===== config.mk =====
export PLATFORM = sky130hd
export DESIGN_NAME = load_store_unit
export DESIGN_NICKNAME = d
export VERILOG_FILES = /design/src/rtl/lsu_pkg.sv /design/src/rtl/lsu_load_format.sv /design/src/rtl/load_store_unit.sv
export SDC_FILE = /design/constraint.sdc
export NUM_CORES = 1
export LEC_CHECK = 0
export CAP_MARGIN = 20
export CORE_MARGIN = 2
export CORE_UTILIZATION = 48
export CTS_BUF_LIST = sky130_fd_sc_hd__clkbuf_4
export DETAILED_ROUTE_END_ITERATION = 6
export GPL_TIMING_DRIVEN = 0
export HOLD_SLACK_MARGIN = 0.08
export PLACE_DENSITY_LB_ADDON = 0.25
export SLEW_MARGIN = 10
export SYNTH_ARGS = -nofsm -noshare
export SYNTH_HDL_FRONTEND = slang
export SYNTH_SLANG_ARGS = --single-unit

===== constraint.sdc =====
create_clock -name CLK -period 2.85 [get_ports CLK]
set_input_delay 0.57 -clock CLK [delete_from_list [all_inputs] [get_ports CLK]]
set_output_delay 0.57 -clock CLK [all_outputs]
set_load 0.01 [all_outputs]

===== src/rtl/lsu_pkg.sv =====
// Shared definitions for the load/store unit: access-size codes, FSM state
// encoding, fault cause codes and the request legality check.
package lsu_pkg;

  // funct3 encodings for RV32I loads and stores
  localparam logic [2:0] LSU_B  = 3'b000;
  localparam logic [2:0] LSU_H  = 3'b001;
  localparam logic [2:0] LSU_W  = 3'b010;
  localparam logic [2:0] LSU_BU = 3'b100;
  localparam logic [2:0] LSU_HU = 3'b101;

  typedef enum logic [1:0] {
    ST_IDLE = 2'd0,
    ST_REQ  = 2'd1,
    ST_DONE = 2'd2
  } lsu_state_e;

  typedef enum logic [1:0] {
    CAUSE_NONE     = 2'b00,
    CAUSE_MISALIGN = 2'b01,
    CAUSE_ILLEGAL  = 2'b10,
    CAUSE_TIMEOUT  = 2'b11
  } lsu_cause_e;

  // Classify a request before any bus activity. An illegal encoding wins
  // over misalignment because the access size is meaningless in that case.
  function automatic lsu_cause_e check_request(input logic       is_load,
                                               input logic       is_store,
                                               input logic [2:0] funct3,
                                               input logic [1:0] addr_lo);
    logic legal;
    logic misaligned;
    legal = 1'b0;
    if (is_load != is_store) begin
      if (is_load) legal = funct3 inside {LSU_B, LSU_H, LSU_W, LSU_BU, LSU_HU};
      else         legal = funct3 inside {LSU_B, LSU_H, LSU_W};
    end
    misaligned = ((funct3[1:0] == 2'b01) && addr_lo[0]) ||
                 ((funct3[1:0] == 2'b10) && (addr_lo != 2'b00));
    if (!legal)     return CAUSE_ILLEGAL;
    if (misaligned) return CAUSE_MISALIGN;
    return CAUSE_NONE;
  endfunction

endpackage


===== src/rtl/lsu_load_format.sv =====
// Selects the addressed byte/halfword of a memory word and sign- or
// zero-extends it. Purely combinational; also used by the writeback mux.
module lsu_load_format
  import lsu_pkg::*;
(
  input  logic [2:0]  funct3,
  input  logic [1:0]  addr_lo,
  input  logic [31:0] raw_word,
  output logic [31:0] load_value
);

  logic [7:0]  byte_sel;
  logic [15:0] half_sel;

  // Lane selection followed by extension according to the access type
  always_comb begin
    // NOTE: every output of a combinational block gets a default first so no
    // path through the case statements can leave it unassigned (latch).
    byte_sel   = raw_word[7:0];
    half_sel   = addr_lo[1] ? raw_word[31:16] : raw_word[15:0];
    load_value = raw_word;
    case (addr_lo)
      2'd1:    byte_sel = raw_word[15:8];
      2'd2:    byte_sel = raw_word[23:16];
      2'd3:    byte_sel = raw_word[31:24];
      default: byte_sel = raw_word[7:0];
    endcase
    case (funct3)
      LSU_B:   load_value = {{24{byte_sel[7]}}, byte_sel};
      LSU_BU:  load_value = {24'h000000, byte_sel};
      LSU_H:   load_value = {{16{half_sel[15]}}, half_sel};
      LSU_HU:  load_value = {16'h0000, half_sel};
      default: load_value = raw_word;
    endcase
  end

endmodule


===== src/rtl/load_store_unit.sv =====
// Memory-stage load/store unit: checks the request, runs one transfer on a
// valid/ready word bus with byte lanes, and returns formatted load data.
module load_store_unit
  import lsu_pkg::*;
#(
  parameter int TIMEOUT = 16
) (
  input  logic        CLK,
  input  logic        RESET,
  input  logic        start,
  input  logic        isLoad,
  input  logic        isStore,
  input  logic [2:0]  funct3,
  input  logic [31:0] address,
  input  logic [31:0] storeData,
  output logic        busy,
  output logic        done,
  output logic        fault,
  output logic [1:0]  faultCause,
  output logic [31:0] loadData,
  output logic [31:0] memAddr,
  output logic [31:0] memWData,
  output logic [3:0]  memWMask,
  output logic        memRStrobe,
  output logic        memWStrobe,
  input  logic [31:0] memRData,
  input  logic        memReady
);

  lsu_state_e  state_q, state_d;
  lsu_cause_e  req_cause;
  lsu_cause_e  cause_q;
  logic        is_load_q, is_store_q;
  logic [2:0]  funct3_q;
  logic [31:0] addr_q;
  logic [31:0] store_data_q;
  logic [31:0] load_data_q;
  logic [7:0]  wait_cnt;
  logic        timeout_hit;
  logic        accept;
  logic [31:0] lane_data;
  logic [3:0]  lane_mask;
  logic [31:0] fmt_word;

  assign req_cause   = check_request(isLoad, isStore, funct3, address[1:0]);
  assign accept      = (state_q == ST_IDLE) && start;
  assign timeout_hit = (wait_cnt == 8'(TIMEOUT - 1));

  // State register
  always_ff @(posedge CLK) begin
    // NOTE: reset is synchronous here, so it is an ordinary branch inside the
    // clocked block rather than part of the sensitivity list.
    if (RESET) state_q <= ST_IDLE;
    else       state_q <= state_d;
  end

  // Next-state logic: a bad request skips the bus; REQ ends on ready or timeout
  always_comb begin
    state_d = state_q;
    case (state_q)
      ST_IDLE: if (start) state_d = (req_cause != CAUSE_NONE) ? ST_DONE : ST_REQ;
      ST_REQ:  if (memReady || timeout_hit) state_d = ST_DONE;
      ST_DONE: state_d = ST_IDLE;
      default: state_d = ST_IDLE;
    endcase
  end

  // Request capture, wait counter, fault cause and registered load result
  always_ff @(posedge CLK) begin
    // NOTE: clocked state uses non-blocking assignments so every register
    // samples the pre-edge values regardless of statement order.
    if (RESET) begin
      is_load_q    <= 1'b0;
      is_store_q   <= 1'b0;
      funct3_q     <= 3'b000;
      addr_q       <= 32'h0;
      store_data_q <= 32'h0;
      cause_q      <= CAUSE_NONE;
      load_data_q  <= 32'h0;
      wait_cnt     <= 8'd0;
    end else begin
      if (accept) begin
        is_load_q    <= isLoad;
        is_store_q   <= isStore;
        funct3_q     <= funct3;
        addr_q       <= address;
        store_data_q <= storeData;
        cause_q      <= req_cause;
      end
      if (state_q == ST_REQ) begin
        wait_cnt <= wait_cnt + 8'd1;
        if (memReady) begin
          if (is_load_q) load_data_q <= fmt_word;
        end else if (timeout_hit) begin
          cause_q <= CAUSE_TIMEOUT;
        end
      end else begin
        wait_cnt <= 8'd0;
      end
    end
  end

  // Store lane replication and byte enables for the latched access size
  always_comb begin
    lane_data = store_data_q;
    lane_mask = 4'b1111;
    case (funct3_q)
      LSU_B: begin
        lane_data = {4{store_data_q[7:0]}};
        lane_mask = 4'b0001 << addr_q[1:0];
      end
      LSU_H: begin
        lane_data = {2{store_data_q[15:0]}};
        lane_mask = 4'b0011 << {addr_q[1], 1'b0};
      end
      default: begin
        lane_data = store_data_q;
        lane_mask = 4'b1111;
      end
    endcase
  end

  lsu_load_format u_load_format (
    .funct3     (funct3_q),
    .addr_lo    (addr_q[1:0]),
    .raw_word   (memRData),
    .load_value (fmt_word)
  );

  assign busy       = (state_q == ST_REQ);
  assign done       = (state_q == ST_DONE);
  assign fault      = done && (cause_q != CAUSE_NONE);
  assign faultCause = done ? cause_q : CAUSE_NONE;
  assign loadData   = load_data_q;
  assign memAddr    = {addr_q[31:2], 2'b00};
  assign memWData   = lane_data;
  assign memWMask   = (busy && is_store_q) ? lane_mask : 4'b0000;
  assign memRStrobe = busy && is_load_q;
  assign memWStrobe = busy && is_store_q;

endmodule


---- After elaboration in Yosys (flattened, before gate mapping) ----
Cells that the tools add are included.
word-level totals
  register bits ........................... 113
  input bits .............................. 105
  logic and storage cells ................. 73
cells by class
  add/subtract/negate cells ............... 1
  equal/unequal tests ..................... 18
  shift-type cells ........................ 2
  muxes and demuxes ....................... 23
  bitwise operators ....................... 1
  reductions and logical operators ........ 19
operators with widths
  operator                                         count
  case mux 32 bit (4 select lines)                 1
  case mux 32 bit (2 select lines)                 1
  two-way mux 2 bit                                12
  case mux 8 bit (3 select lines)                  1
  two-way mux 16 bit                               1
  == test 3 bit, second input constant             4
  adder 8 x 1 -> 8 bit, second input constant      1
  == test 2 bit, second input constant             4
  == test 8 x 4 -> 1 bit, second input constant    1
  case mux 4 bit (2 select lines)                  1
  == test 2 x 1 -> 1 bit, second input constant    3
  == test 3 x 1 -> 1 bit, second input constant    2
  logical AND 1 bit                                6
  zero test 3 bit                                  2
  nonzero test 2 bit                               3
  nonzero test 5 bit                               1
  two-way mux 1 bit                                4
  two-way mux 4 bit                                1
  case mux 2 bit (2 select lines)                  1
  << shifter 1 x 2 -> 4 bit, first input constant  1
  << shifter 2 x 2 -> 4 bit, first input constant  1
  == test 3 x 2 -> 1 bit, second input constant    1
  AND reduction 3 bit                              1
  nonzero test 3 bit                               1
  other kinds (8)                                  9

---- Depth between registers and ports, before layout ----
  depth after elaboration ................. 12
  gate-level depth with buffers ........... 6
  mapped depth without buffers ............ 5

---- Modules after synthesis ----
From an unflattened synthesis, not the netlist that was laid out.
second synthesis, totals
  cells, all modules ...................... 719
  area total of the unflattened synthesis .. 5416.4 µm²
modules (own cells, without submodules)
  module           instances  cells an instance  area each (µm²)  seq. area each (µm²)
  load_store_unit  1          608                4748.3           2262.2
  lsu_load_format  1          111                668.1            0.0

---- Worst setup path after synthesis ----
OpenSTA, ideal clock, no wires.
  path kind ............................... register to output
  start point ............................. register funct3_q[1]
  end point ............................... output port memWData[24]
  arrival time ............................ 1.382 ns
  required time ........................... 2.280 ns
  setup slack ............................. 0.898 ns
  cell stages (with the launch flop) ...... 6
  path through ............................ dfxtp_1 > buf_2 > nor2_1 > buf_2 > nor2_1 > a21oi_1
between the ends
  longest elaborated chain between the ends .. 2
  elaborated cells on any way between the ends .. 3
  classes of those cells .................. eq/ne: 1; mux: 1; reduce/logical: 1
ends and longest elaborated chain
  what                                                       line                    RTL
  start, declared                                            load_store_unit.sv:34   logic [2:0] funct3_q;
  start signal, assigned                                     load_store_unit.sv:85   funct3_q <= funct3;
  == test 3 x 1 -> 1 bit or zero test 3 bit (tied branches)  load_store_unit.sv:107  case (funct3_q)
  case mux 32 bit (2 select lines) (*)                       load_store_unit.sv:107
  end, declared                                              load_store_unit.sv:22   output logic [31:0] memWData,
Every way passes the cells marked *; elsewhere a longest branch is shown, timed or not.

---- Worst setup path after layout ----
  start point ............................. register funct3_q[1]
  end point ............................... output port memWData[9]
The elaborated chain is that of the path after synthesis.

==> results.toml <==
[outcome]
outcome = "finished clean"

[critical_path]
end_kind = "primary output"
cp-start-kind = "flip-flop"
path_class = "reg -> out"
path_max_fanout = 8
r2r_cells = 5
cp.arrival_ns = 2.19
crit_required_ns = 2.28

[global_routing]
grt_pass1_wl_um = 26100
antenna_found_initial = 0
grtUsageTotal_pct = 28.4
overflow = 0
first_global_vias = 5530
grt_max_degree = 17

[floorplan]
fp.dieH_um = 109
dieArea_mm2 = 0.0119
boundaryPins = 212
row_count = 38
core_mm2 = 0.0108
die_x_um = 109
initial_utilization_pct = 49.1

[logic_synthesis]
ys_seq_area_share_pct = 42.7
synth_compound_area_share_pct = 18.4
ys_ff_latch = 113
netlist_instances = 661
yosys.area_share.simple_pct = 20.1
synth.distinct_cells = 54
netlist_area_mm2 = 0.00530
synth_commonest_cells = "nand2_1, dfxtp_1, a21oi_1, nor2_1, buf_4"
synth_most_common_cell = "nand2_1"
synth_area_leaders = "dfxtp_1, nand2_1, a21oi_1"
synthMuxAreaShare_pct = 7.72
yosys.area.top_type = "dfxtp_1"
synth.avg_cell_area_um2 = 8.02
ys.flop_type = "dfxtp_1"
synthArstFlopShare_pct = 0
synth_xor_area_share_pct = 0.992
synthAdderAreaFrac_pct = 0.236
yosys_warnings = 0
synth_top_family_by_area = "simple AND/OR/NAND/NOR gates"
synth-edff-count = 0
synth_top_area_share_pct = 42.7

[clock_tree]
cts_sinks = 113
clkTransAtPathRegs_ns = 0.09
cts_buffers = 17
cts_hold_buf = 0
cts_max_level = 4
clockBufferDepth = 2
clock_latency_ns = 0.51
cts_root_buf = "clkbuf_4"
cts_tree = "done"

[pwr]
leakage_nw = 3.08
p_per_area_mw_per_mm2 = 471
ir_worst_vdd_mv = 0.348

[timing]
finalClockSkew_ns = 0.0195
max-slew-margin-rel_pct = 62.5
drv_slew = 0
hold_viol_final = 0
grt_setup_unrepaired = "no"
fmax_ghz = 0.363
tightest_slew_ns = 0.562
setup_viol = 0
period_share_pct = 96.7
finalSetupTns_ns = 0
min_period_ns = 2.76
setup_ws_ns = 0.0943

[routing]
first_pass_iters = 6
detail_route.vias_per_cell = 5.36
final_antenna_net_count = 0
vias = 5597
drtIter0Drc = 303
drc = 0
wl_per_cell_um = 16.1
wirelength_um = 16800

[layout]
n_antenna_cell = 0
layout-drive-gt1-share_pct = 13.9
final_nets = 997
fillers = 836
area_growth_pct = 49.1
postLayoutCoreUtil_pct = 73.2

[flow_run]
drv_cap = 0

[place]
place_congestion = 0.862
hpwlAfterDp_um = 12700
dp_slack_ns = -0.140
port_buffers = 208

[min_path]
hold_path_depth = 2
min_path_type = "reg -> reg"
==> cells in the final DEF, fill, tap and decap left out, types with 4 or more instances in the layout <==
cell	n
clkdlybuf4s50_1	203
nand2_1	157
dfxtp_1	113
a21oi_1	111
nor2_1	43
buf_4	41
clkbuf_1	30
mux2_2	23
clkbuf_4	22
a211oi_1	19
mux2i_1	15
buf_2	11
nand3b_1	9
o211ai_1	8
o21ai_0	7
nand2b_1	5
a31o_2	5
xor2_1	5
nand3_1	5
dlymetal6s2s_1	5
nor3b_1	4
a2111oi_0	4
clkinv_2	4
clkinvlp_4	4
==> registers in the layout (all words and copies together) (netlist names) <==
| register | count |
|---|---|
| addr_q | 32 |
| loadData | 32 |
| store_data_q | 32 |
| wait_cnt | 8 |
| funct3_q | 3 |
| cause_q | 2 |
| state_q | 2 |
| is_load_q | 1 |
| is_store_q | 1 |
==> metrics by stage <==
step / total power, mW / cells / hold slack [ns] / instance area (µm²)
6_report: 3.72 / 1044 / 0.458 / 7900
4_1_cts: 3.72 / 1044 / 0.461 / 7880
5_1_grt: 3.88 / 1044 / 0.477 / 7900
3_3_place_gp: 2.55 / 1010 / 0.435 / 7560
3_5_place_dp: 2.56 / 1010 / 0.448 / 7560
2_1_floorplan: 2.13 / 662 / 0.426 / 5300
==> where the power goes <==
part           leakage (nW)  internal [mW]  switching [mW]
logic                  2.01          0.456           0.393
clock network         0.140          0.537           0.628
registers             0.922           1.65          0.0542
==> layer usage <==
layer | vias to the layer above | GRT usage (%) | wire, µm
li1 | 2675 | - | -
met3 | 40 | 6.81 | 1350
met1 | 2611 | 32.6 | 6540
met4 | 0 | 12.9 | 523
met5 | - | 0 | 0
met2 | 271 | 49.6 | 8390
==> kinds of logic after synthesis <==
family,count (synthesis)
other cells,1
fa+ha+maj,1
simple gates,245
compound gates,166
xor+xnor,6
buf+inv,91
mux,38
flops,113
==> critical path: stages (launching register included) <==
cell and delay [ns]:
dfxtp_1 0.30, buf_2 0.19, nor3_4 0.22, buf_12 0.16
mux2_2 0.34, clkdlybuf4s50_1 0.48
==> cell type report <==
class,instances,area (µm²),share of cell area (%)
Clock buffer,20,150,1.90
Sequential cell,113,2260,28.6
Tap cell,140,175,2.22
Buffer,87,510,6.46
Clock inverter,12,118,1.49
Multi-Input combinational cell,458,2540,32.2
Inverter,4,15.0,0.190
Timing Repair Buffer,210,2130,26.9
==> final timing paths <==
kind | start | endpoint | slack (ns)
max | funct3_q[1] | memWData[9] | 0.09
min | store_data_q[17] | store_data_q[17] | 0.46
max reg2reg | state_q[0] | loadData[7] | 0.99
min reg2reg | store_data_q[17] | store_data_q[17] | 0.46
==> repair_timing <==
action | 4_1_cts | 5_1_grt
setup buffers | 2 | 0
gates resized for setup | 8 | 9
pin swaps | 2 | 0
endpoints found under the setup margin | 28 | 15
No activity file was read; power rests on OpenSTA's default activity.
